**src/rtl/ariane_pkg.sv**
```systemverilog
// Shared types and sizing constants for the issue scoreboard: entry record,
// exception record and transaction-ID width.
package ariane_pkg;

    localparam int NR_SB_ENTRIES = 4;
    localparam int TRANS_ID_BITS = 3;
    localparam int NR_WB_PORTS   = 2;

    localparam logic [63:0] LD_ACCESS_FAULT = 64'd5;

    typedef enum logic [2:0] {
        FU_NONE,
        FU_ALU,
        FU_LOAD,
        FU_STORE,
        FU_BRANCH,
        FU_MULT,
        FU_CSR
    } fu_t;

    typedef struct packed {
        logic [63:0] cause;
        logic [63:0] tval;
        logic        valid;
    } exception;

    typedef struct packed {
        logic [63:0]              pc;
        logic [TRANS_ID_BITS-1:0] trans_id;
        fu_t                      fu;
        logic [6:0]               op;
        logic [4:0]               rs1;
        logic [4:0]               rs2;
        logic [4:0]               rd;
        logic [63:0]              result;
        logic                     valid;
        logic                     use_imm;
        exception                 ex;
    } scoreboard_entry;

    function automatic logic is_pow2(input int n);
        return (n >= 2) && ((n & (n - 1)) == 0);
    endfunction

endpackage

```
**src/rtl/issue_scoreboard_if.sv**
```systemverilog
// Decode/issue/write-back/commit/forwarding signals of the issue scoreboard.
// The scoreboard sits on the slave side; the pipeline around it is the master.
interface issue_scoreboard_if #(
    parameter int NR_WB_PORTS = ariane_pkg::NR_WB_PORTS
);
    import ariane_pkg::*;

    logic                                        flush_i;
    logic                                        full_o;
    scoreboard_entry                             decoded_instr_i;
    logic                                        decoded_instr_valid_i;
    logic                                        decoded_instr_ack_o;
    scoreboard_entry                             issue_instr_o;
    logic                                        issue_instr_valid_o;
    logic                                        issue_ack_i;
    logic [4:0]                                  rs1_i;
    logic [4:0]                                  rs2_i;
    logic [63:0]                                 rs1_o;
    logic [63:0]                                 rs2_o;
    logic                                        rs1_match_o;
    logic                                        rs2_match_o;
    logic                                        rs1_valid_o;
    logic                                        rs2_valid_o;
    logic [NR_WB_PORTS-1:0][TRANS_ID_BITS-1:0]   trans_id_i;
    logic [NR_WB_PORTS-1:0][63:0]                wdata_i;
    exception [NR_WB_PORTS-1:0]                  ex_i;
    logic [NR_WB_PORTS-1:0]                      wb_valid_i;
    scoreboard_entry                             commit_instr_o;
    logic                                        commit_valid_o;
    logic                                        commit_ack_i;

    modport slave (
        input  flush_i, decoded_instr_i, decoded_instr_valid_i, issue_ack_i,
               rs1_i, rs2_i, trans_id_i, wdata_i, ex_i, wb_valid_i, commit_ack_i,
        output full_o, decoded_instr_ack_o, issue_instr_o, issue_instr_valid_o,
               rs1_o, rs2_o, rs1_match_o, rs2_match_o, rs1_valid_o, rs2_valid_o,
               commit_instr_o, commit_valid_o
    );

    modport master (
        output flush_i, decoded_instr_i, decoded_instr_valid_i, issue_ack_i,
               rs1_i, rs2_i, trans_id_i, wdata_i, ex_i, wb_valid_i, commit_ack_i,
        input  full_o, decoded_instr_ack_o, issue_instr_o, issue_instr_valid_o,
               rs1_o, rs2_o, rs1_match_o, rs2_match_o, rs1_valid_o, rs2_valid_o,
               commit_instr_o, commit_valid_o
    );

endinterface

```
**src/rtl/sb_operand_lookup.sv**
```systemverilog
// Youngest-producer search over issued, occupied scoreboard entries for one
// source register; returns the hit flag, its result-valid bit and its result.
module sb_operand_lookup #(
    parameter int NR_ENTRIES = 4
) (
    input  logic [$clog2(NR_ENTRIES)-1:0] commit_ptr,
    input  logic [$clog2(NR_ENTRIES):0]   count,
    input  logic [NR_ENTRIES-1:0]         issued,
    input  logic [NR_ENTRIES-1:0][4:0]    rd_vec,
    input  logic [NR_ENTRIES-1:0]         valid_vec,
    input  logic [NR_ENTRIES-1:0][63:0]   result_vec,
    input  logic [4:0]                    rs,
    output logic                          match,
    output logic                          valid,
    output logic [63:0]                   result
);

    localparam int PTR_W = $clog2(NR_ENTRIES);
    localparam int CNT_W = PTR_W + 1;

    logic [PTR_W-1:0] idx;

    // Walk from the head (oldest) towards the tail so the last hit is the youngest.
    always_comb begin
        match  = 1'b0;
        valid  = 1'b0;
        result = '0;
        idx    = '0;
        for (int k = 0; k < NR_ENTRIES; k++) begin
            idx = commit_ptr + PTR_W'(k);
            if ((CNT_W'(k) < count) && issued[idx] && (rs != 5'd0) && (rd_vec[idx] == rs)) begin
                match  = 1'b1;
                valid  = valid_vec[idx];
                result = result_vec[idx];
            end
        end
    end

endmodule

```
**src/rtl/issue_scoreboard.sv**
```systemverilog
// In-order issue scoreboard: circular buffer fed by decode, drained in order by
// issue and commit, filled out of order by the write-back ports.
module issue_scoreboard #(
    parameter int NR_ENTRIES  = ariane_pkg::NR_SB_ENTRIES,
    parameter int NR_WB_PORTS = ariane_pkg::NR_WB_PORTS
) (
    input  logic                   clk_i,
    input  logic                   rst_ni,
    issue_scoreboard_if.slave      sb
);
    import ariane_pkg::*;

    localparam int PTR_W = $clog2(NR_ENTRIES);
    localparam int CNT_W = PTR_W + 1;

    if (!is_pow2(NR_ENTRIES) || (NR_ENTRIES > 2 ** TRANS_ID_BITS)) begin : g_bad_depth
        $error("issue_scoreboard: NR_ENTRIES must be a power of two within the transaction-ID range");
    end

    logic [PTR_W-1:0]   commit_ptr_reg;
    logic [PTR_W-1:0]   issue_ptr_reg;
    logic [PTR_W-1:0]   decode_ptr_reg;
    logic [CNT_W-1:0]   count_reg;
    logic [CNT_W-1:0]   count_next;

    scoreboard_entry              entries [NR_ENTRIES];
    logic [NR_ENTRIES-1:0]        issued;
    logic [NR_ENTRIES-1:0][4:0]   rd_vec;
    logic [NR_ENTRIES-1:0]        valid_vec;
    logic [NR_ENTRIES-1:0][63:0]  result_vec;

    logic            full;
    logic            push;
    logic            issue_valid;
    logic            issue_fire;
    logic            commit_valid;
    logic            pop;
    scoreboard_entry decode_entry;

    assign full         = (count_reg == CNT_W'(NR_ENTRIES));
    assign push         = sb.decoded_instr_valid_i & ~full;
    assign issue_valid  = (issue_ptr_reg != decode_ptr_reg) |
                          (full & ~issued[issue_ptr_reg]);
    assign issue_fire   = sb.issue_ack_i & issue_valid;
    assign commit_valid = (count_reg != '0) & entries[commit_ptr_reg].valid;
    assign pop          = sb.commit_ack_i & commit_valid;
    assign count_next   = count_reg + CNT_W'(push) - CNT_W'(pop);

    // The slot index doubles as the transaction ID write-back uses to find it.
    always_comb begin
        decode_entry          = sb.decoded_instr_i;
        decode_entry.trans_id = TRANS_ID_BITS'(decode_ptr_reg);
        decode_entry.valid    = 1'b0;
    end

    for (genvar gi = 0; gi < NR_ENTRIES; gi++) begin : g_entry
        scoreboard_entry entry_reg;
        logic            issued_reg;

        always_ff @(posedge clk_i or negedge rst_ni) begin
            if (!rst_ni) begin
                entry_reg  <= '0;
                issued_reg <= 1'b0;
            end else if (sb.flush_i) begin
                entry_reg.valid <= 1'b0;
                issued_reg      <= 1'b0;
            end else begin
                if (push && (decode_ptr_reg == PTR_W'(gi))) begin
                    entry_reg  <= decode_entry;
                    issued_reg <= 1'b0;
                end
                // Later ports override earlier ones on an ID collision.
                for (int p = 0; p < NR_WB_PORTS; p++) begin
                    if (sb.wb_valid_i[p] && (sb.trans_id_i[p] == TRANS_ID_BITS'(gi))) begin
                        entry_reg.result <= sb.wdata_i[p];
                        entry_reg.valid  <= 1'b1;
                        if (sb.ex_i[p].valid) begin
                            entry_reg.ex <= sb.ex_i[p];
                        end
                    end
                end
                if (issue_fire && (issue_ptr_reg == PTR_W'(gi))) begin
                    issued_reg <= 1'b1;
                end
                if (pop && (commit_ptr_reg == PTR_W'(gi))) begin
                    issued_reg <= 1'b0;
                end
            end
        end

        assign entries[gi]    = entry_reg;
        assign issued[gi]     = issued_reg;
        assign rd_vec[gi]     = entry_reg.rd;
        assign valid_vec[gi]  = entry_reg.valid;
        assign result_vec[gi] = entry_reg.result;
    end

    always_ff @(posedge clk_i or negedge rst_ni) begin
        if (!rst_ni) begin
            commit_ptr_reg <= '0;
            issue_ptr_reg  <= '0;
            decode_ptr_reg <= '0;
            count_reg      <= '0;
        end else if (sb.flush_i) begin
            commit_ptr_reg <= '0;
            issue_ptr_reg  <= '0;
            decode_ptr_reg <= '0;
            count_reg      <= '0;
        end else begin
            if (push) begin
                decode_ptr_reg <= decode_ptr_reg + 1'b1;
            end
            if (issue_fire) begin
                issue_ptr_reg <= issue_ptr_reg + 1'b1;
            end
            if (pop) begin
                commit_ptr_reg <= commit_ptr_reg + 1'b1;
            end
            count_reg <= count_next;
        end
    end

    sb_operand_lookup #(
        .NR_ENTRIES (NR_ENTRIES)
    ) i_rs1_lookup (
        .commit_ptr (commit_ptr_reg),
        .count      (count_reg),
        .issued     (issued),
        .rd_vec     (rd_vec),
        .valid_vec  (valid_vec),
        .result_vec (result_vec),
        .rs         (sb.rs1_i),
        .match      (sb.rs1_match_o),
        .valid      (sb.rs1_valid_o),
        .result     (sb.rs1_o)
    );

    sb_operand_lookup #(
        .NR_ENTRIES (NR_ENTRIES)
    ) i_rs2_lookup (
        .commit_ptr (commit_ptr_reg),
        .count      (count_reg),
        .issued     (issued),
        .rd_vec     (rd_vec),
        .valid_vec  (valid_vec),
        .result_vec (result_vec),
        .rs         (sb.rs2_i),
        .match      (sb.rs2_match_o),
        .valid      (sb.rs2_valid_o),
        .result     (sb.rs2_o)
    );

    assign sb.full_o              = full;
    assign sb.decoded_instr_ack_o = push;
    assign sb.issue_instr_o       = entries[issue_ptr_reg];
    assign sb.issue_instr_valid_o = issue_valid;
    assign sb.commit_instr_o      = entries[commit_ptr_reg];
    assign sb.commit_valid_o      = commit_valid;

endmodule

```
**src/flat_wrapper.sv**
```systemverilog
// flat-port wrapper written by rule: the top's interface ports become plain ports
module issue_scoreboard_flat import ariane_pkg::*;
#(
    parameter int NR_ENTRIES  = ariane_pkg::NR_SB_ENTRIES,
    parameter int NR_WB_PORTS = ariane_pkg::NR_WB_PORTS
)
  (clk_i, rst_ni, sb_flush_i, sb_decoded_instr_i, sb_decoded_instr_valid_i, sb_issue_ack_i, sb_rs1_i, sb_rs2_i, sb_trans_id_i, sb_wdata_i, sb_ex_i, sb_wb_valid_i, sb_commit_ack_i, sb_full_o, sb_decoded_instr_ack_o, sb_issue_instr_o, sb_issue_instr_valid_o, sb_rs1_o, sb_rs2_o, sb_rs1_match_o, sb_rs2_match_o, sb_rs1_valid_o, sb_rs2_valid_o, sb_commit_instr_o, sb_commit_valid_o);
  issue_scoreboard_if #(.NR_WB_PORTS(NR_WB_PORTS)) sb_i ();
  input  logic clk_i;
  input  logic rst_ni;
  input wire logic [$bits(sb_i.flush_i)-1:0] sb_flush_i;
  input wire logic [$bits(sb_i.decoded_instr_i)-1:0] sb_decoded_instr_i;
  input wire logic [$bits(sb_i.decoded_instr_valid_i)-1:0] sb_decoded_instr_valid_i;
  input wire logic [$bits(sb_i.issue_ack_i)-1:0] sb_issue_ack_i;
  input wire logic [$bits(sb_i.rs1_i)-1:0] sb_rs1_i;
  input wire logic [$bits(sb_i.rs2_i)-1:0] sb_rs2_i;
  input wire logic [$bits(sb_i.trans_id_i)-1:0] sb_trans_id_i;
  input wire logic [$bits(sb_i.wdata_i)-1:0] sb_wdata_i;
  input wire logic [$bits(sb_i.ex_i)-1:0] sb_ex_i;
  input wire logic [$bits(sb_i.wb_valid_i)-1:0] sb_wb_valid_i;
  input wire logic [$bits(sb_i.commit_ack_i)-1:0] sb_commit_ack_i;
  output wire logic [$bits(sb_i.full_o)-1:0] sb_full_o;
  output wire logic [$bits(sb_i.decoded_instr_ack_o)-1:0] sb_decoded_instr_ack_o;
  output wire logic [$bits(sb_i.issue_instr_o)-1:0] sb_issue_instr_o;
  output wire logic [$bits(sb_i.issue_instr_valid_o)-1:0] sb_issue_instr_valid_o;
  output wire logic [$bits(sb_i.rs1_o)-1:0] sb_rs1_o;
  output wire logic [$bits(sb_i.rs2_o)-1:0] sb_rs2_o;
  output wire logic [$bits(sb_i.rs1_match_o)-1:0] sb_rs1_match_o;
  output wire logic [$bits(sb_i.rs2_match_o)-1:0] sb_rs2_match_o;
  output wire logic [$bits(sb_i.rs1_valid_o)-1:0] sb_rs1_valid_o;
  output wire logic [$bits(sb_i.rs2_valid_o)-1:0] sb_rs2_valid_o;
  output wire logic [$bits(sb_i.commit_instr_o)-1:0] sb_commit_instr_o;
  output wire logic [$bits(sb_i.commit_valid_o)-1:0] sb_commit_valid_o;
  assign sb_i.flush_i = sb_flush_i;
  assign sb_i.decoded_instr_i = sb_decoded_instr_i;
  assign sb_i.decoded_instr_valid_i = sb_decoded_instr_valid_i;
  assign sb_i.issue_ack_i = sb_issue_ack_i;
  assign sb_i.rs1_i = sb_rs1_i;
  assign sb_i.rs2_i = sb_rs2_i;
  assign sb_i.trans_id_i = sb_trans_id_i;
  assign sb_i.wdata_i = sb_wdata_i;
  assign sb_i.ex_i = sb_ex_i;
  assign sb_i.wb_valid_i = sb_wb_valid_i;
  assign sb_i.commit_ack_i = sb_commit_ack_i;
  assign sb_full_o = sb_i.full_o;
  assign sb_decoded_instr_ack_o = sb_i.decoded_instr_ack_o;
  assign sb_issue_instr_o = sb_i.issue_instr_o;
  assign sb_issue_instr_valid_o = sb_i.issue_instr_valid_o;
  assign sb_rs1_o = sb_i.rs1_o;
  assign sb_rs2_o = sb_i.rs2_o;
  assign sb_rs1_match_o = sb_i.rs1_match_o;
  assign sb_rs2_match_o = sb_i.rs2_match_o;
  assign sb_rs1_valid_o = sb_i.rs1_valid_o;
  assign sb_rs2_valid_o = sb_i.rs2_valid_o;
  assign sb_commit_instr_o = sb_i.commit_instr_o;
  assign sb_commit_valid_o = sb_i.commit_valid_o;
  issue_scoreboard #(.NR_ENTRIES(NR_ENTRIES), .NR_WB_PORTS(NR_WB_PORTS)) u_core (.clk_i(clk_i), .rst_ni(rst_ni), .sb(sb_i));
endmodule
```
**config.mk**
```make
export PLATFORM = sky130hd
export DESIGN_NAME = issue_scoreboard_flat
export DESIGN_NICKNAME = d
export VERILOG_FILES = /design/src/rtl/ariane_pkg.sv /design/src/rtl/issue_scoreboard_if.sv /design/src/rtl/sb_operand_lookup.sv /design/src/rtl/issue_scoreboard.sv /design/src/flat_wrapper.sv
export SDC_FILE = /design/constraint.sdc
export NUM_CORES = 2
export LEC_CHECK = 0
export BUFFER_PORTS_ARGS = -buffer_cell sky130_fd_sc_hd__buf_2
export CAP_MARGIN = 5
export CORE_AREA = 2 2 545 547
export DETAILED_ROUTE_END_ITERATION = 16
export DIE_AREA = 0 0 547 549
export GPL_TIMING_DRIVEN = 0
export PLACE_DENSITY = 0.47
export SYNTH_ARGS = -nofsm -noshare
export SYNTH_HDL_FRONTEND = slang
export SYNTH_SLANG_ARGS = --single-unit
```
**constraint.sdc**
```tcl
create_clock -name clk_i -period 13.3 [get_ports clk_i]
set_input_delay 0 -clock clk_i [delete_from_list [all_inputs] [get_ports clk_i]]
set_output_delay 0 -clock clk_i [all_outputs]
set_load 0.01 [all_outputs]
```
==> flow_summary.json <==
{
  "setup_viol": 0,
  "largest_reg_flops": 1144,
  "finalPower_mw": 19.6,
  "dieArea_um2": 300000,
  "numCtsBuffers": 155,
  "sequential_cell_area_um2": 29000,
  "max_freq_mhz": 109,
  "cts_max_level": 4,
  "cap_violations": 3,
  "async_reset_ff_share_pct": 100,
  "dr.first_iter.drc_count": 10800,
  "p_leak_nw": 42.0,
  "cts_buffer_depth": 4,
  "antenna_found_initial": 261,
  "gr-total-overflow": 0,
  "grt_setup_unrepaired": "no",
  "failed_checks": "capacitance limit, slew limit",
  "fill_cells": 30100,
  "wl_per_cell_um": 36.6,
  "yosysWarnings": 0,
  "clock_latency_ns": 0.88,
  "final_cells": 14400,
  "drive_gt1_share_pct": 28.2,
  "grt_pass1_wl_um": 714000,
  "placed_cell_area_um2": 89900,
  "drc": 0,
  "die_h_um": 549,
  "start_kind": "register",
  "vias_per_cell": 5.97,
  "synth_cell_types": 71,
  "multi_input_area_um2": 44500,
  "grt_max_degree": 153,
  "synth_edf_count": 0,
  "grt.total_usage_pct": 33.9,
  "post-dp-hpwl_um": 406000,
  "relSlewSlack_pct": -1.19,
  "report.final.slew_viol_count": 22,
  "placedCellCount": 12800,
  "cp-end-kind": "primary output",
  "postCtsSetupRepairBufs": 0,
  "nNetsFinal": 10900,
  "clock_skew_ns": 0.0869,
  "drt-pass1-iter-count": 6,
  "p_int_mw": 11.5,
  "r2r_setup_slack_ns": 6.31,
  "peakVddDrop_mv": 0.110,
  "finalHoldViolations": 0,
  "die_width_um": 547,
  "path_class": "register to primary output",
  "status": "finished, violations left",
  "place.gp.congestion": 0.991,
  "crit_fanout": 10,
  "grt_pass1_vias": 85100,
  "setup_tns_ns": 0,
  "min_path_type": "input port to register",
  "cts_tree": "yes",
  "worstPathRequired_ns": 13.30,
  "swShare_pct": 41.3,
  "fin_util_pct": 36.3,
  "start_util_pct": 26.3,
  "combPwrFrac_pct": 45.8,
  "ys_ff_latch": 1157,
  "cts-root-buf": "clkbuf_16",
  "postSynthCellCount": 7496,
  "cts.sinks": 1157,
  "syn_to_final_growth_pct": 38.1,
  "synth_seq_area_share_pct": 37.4,
  "fin_crit_ns": 9.19,
  "period_share_pct": 69.1,
  "ioPinCount": 1407,
  "p_switching_mw": 8.08,
  "synth_ff_type": "dfrtp_1",
  "final_area_um2": 107000,
  "seq_power_share_pct": 32.4,
  "vias": 86300,
  "antenna_left": 0,
  "worstMarginPinSlew_ns": 1.52,
  "drt_wl_total_um": 528000,
  "powerDensity_nw_per_um2": 183,
  "synth_area_um2": 77500,
  "core-area_um2": 295000,
  "cp_data_arrival_time_ns": 9.19,
  "power_frac_clock_pct": 21.8,
  "avgSynthCellArea_um2": 10.3,
  "num_rows": 200,
  "clk_pin_slew_worst_paths_ns": 0.07,
  "portBuffers": 1390
}
-- stage by stage --
stage,worst slack (ns),hold WS (ns)
floorplan,8.62,-0.296
global placement,-15.01,0.272
detailed placement,5.06,-0.0489
CTS,4.16,0.00109
global route,3.97,0.00952
finish,4.11,0.0473
-- critical path, cell delays in order, from the launching register on --
cell	delay, ns
dfrtp_1	0.39
buf_6	0.18
buf_4	0.24
buf_4	0.31
buf_4	0.33
buf_2	0.30
buf_2	0.66
buf_2	0.64
inv_1	0.16
ha_1	0.32
buf_4	0.21
buf_2	0.45
mux4_2	0.44
xnor2_1	0.17
nand4_1	0.13
nor4_2	0.85
clkbuf_1	0.52
clkbuf_1	0.66
a21oi_1	0.07
a21oi_1	1.00
buf_2	0.30
-- area by class of cell --
type | count | share of cell area [%]
antenna | 161 | 0.377
sequential | 1157 | 27.1
timing repair buffer | 2574 | 18.0
buffer | 814 | 3.08
clock buffer | 227 | 4.18
multi-input combinational | 5324 | 41.6
tap | 3939 | 4.61
clock inverter | 41 | 0.427
inverter | 202 | 0.709
-- logic make-up (layout without fill, tap and decap cells) --
kind of cell	count (synthesis)	after routing	share of synthesized area, %
AO/OA/AOI/OAI	2434	2434	20.1
XOR/XNOR	44	44	0.498
adder cells (fa/ha/maj)	17	17	0.284
buffers and inverters	1016	3858	5.18
flip-flops	1157	1157	37.4
multiplexers	1221	1221	27.3
other	1	163	0.00484
AND/OR/NAND/NOR	1606	1606	9.25
-- worst paths after layout --
path	start	to	depth (start not counted)
setup / recovery	u_core.commit_ptr_reg[0]$_DFFE_PN0P_	sb_rs1_o[59]	20
hold / removal	sb_decoded_instr_i[199]	u_core.entries[486]$_DFFE_PN0P_	3
setup reg to reg	u_core.commit_ptr_reg[0]$_DFFE_PN0P_	u_core.commit_ptr_reg[1]$_DFFE_PN0P_	17
hold reg to reg	u_core.entries[221]$_DFFE_PN0P_	u_core.entries[221]$_DFFE_PN0P_	2
max in group asynchronous	rst_ni	u_core.entries[697]$_DFFE_PN0N_	8
min in group asynchronous	rst_ni	u_core.entries[1013]$_DFFE_PN0P_	4
-- routing by layer --
layer | share of wire, % | GRT usage, %
met2 | 45 | 53.6
met1 | 35 | 38.5
met3 | 11 | 11.3
met5 | 0.16 | 0.174
met4 | 8.3 | 24.0
-- power by group through the flow --
stage               sequential [mW]  clock [mW]  combinational, mW
floorplan                      5.82           0               4.76
global placement               6.18           0               8.39
detailed placement             6.32           0               8.48
CTS                            6.26        4.31               8.87
global route                   6.50        4.44               9.28
finish                         6.34        4.26               8.96
-- synthesized netlist by cell type, drive strengths merged (5+ instances only) --
cell	n	area (µm²)
clkbuf	608	2290
nor3	31	160
dfrtp	1157	29000
o221ai	50	438
inv	201	754
nand3	529	2650
or3	10	72.6
nand3b	52	390
a22oi	5	37.5
nor2	215	810
a22o	31	272
nor4	11	75.1
ha	16	200
buf	206	967
mux2	417	4700
and3	10	62.6
a21oi	632	3160
nand2	704	2640
mux2i	131	1310
nand2b	10	62.6
xor2	8	70.1
o221a	7	78.8
o21ai	584	2920
o22ai	508	3180
mux4	673	15200
a211oi	9	67.6
nand4	6	37.5
a31oi	9	56.3
or4	5	37.5
nor2b	5	31.3
o211ai	60	606
xnor2	36	315
a311o	8	80.1
o22a	505	4420
o31ai	8	60.1
-- placed cells by master (no fill, tap or decap), types with 30 or more instances in the layout --
master / synthesis / layout
nand3b_1: 52 / 52
nand3_1: 529 / 529
dlygate4sd3_1: 0 / 1151
o22ai_1: 508 / 508
o21ai_0: 583 / 583
clkbuf_1: 607 / 620
clkbuf_16: 0 / 155
diode_2: 0 / 161
mux2_2: 417 / 417
nor3_1: 30 / 30
mux4_2: 673 / 673
nand2_1: 704 / 704
xnor2_1: 36 / 36
dfrtp_1: 1157 / 1157
o22a_1: 505 / 505
clkbuf_8: 0 / 32
buf_2: 74 / 1468
o211ai_2: 31 / 31
nor2_1: 214 / 214
mux2i_1: 131 / 131
a21oi_1: 632 / 632
a22o_1: 31 / 31
o221ai_1: 50 / 50
buf_1: 115 / 110
inv_1: 200 / 200
-- what timing repair did --
action	in CTS	in global routing
hold buffers	1152	0
resized for setup	0	0
hold endpoints to repair	1442	0
Note: power is estimated with default switching activity, not from simulation.
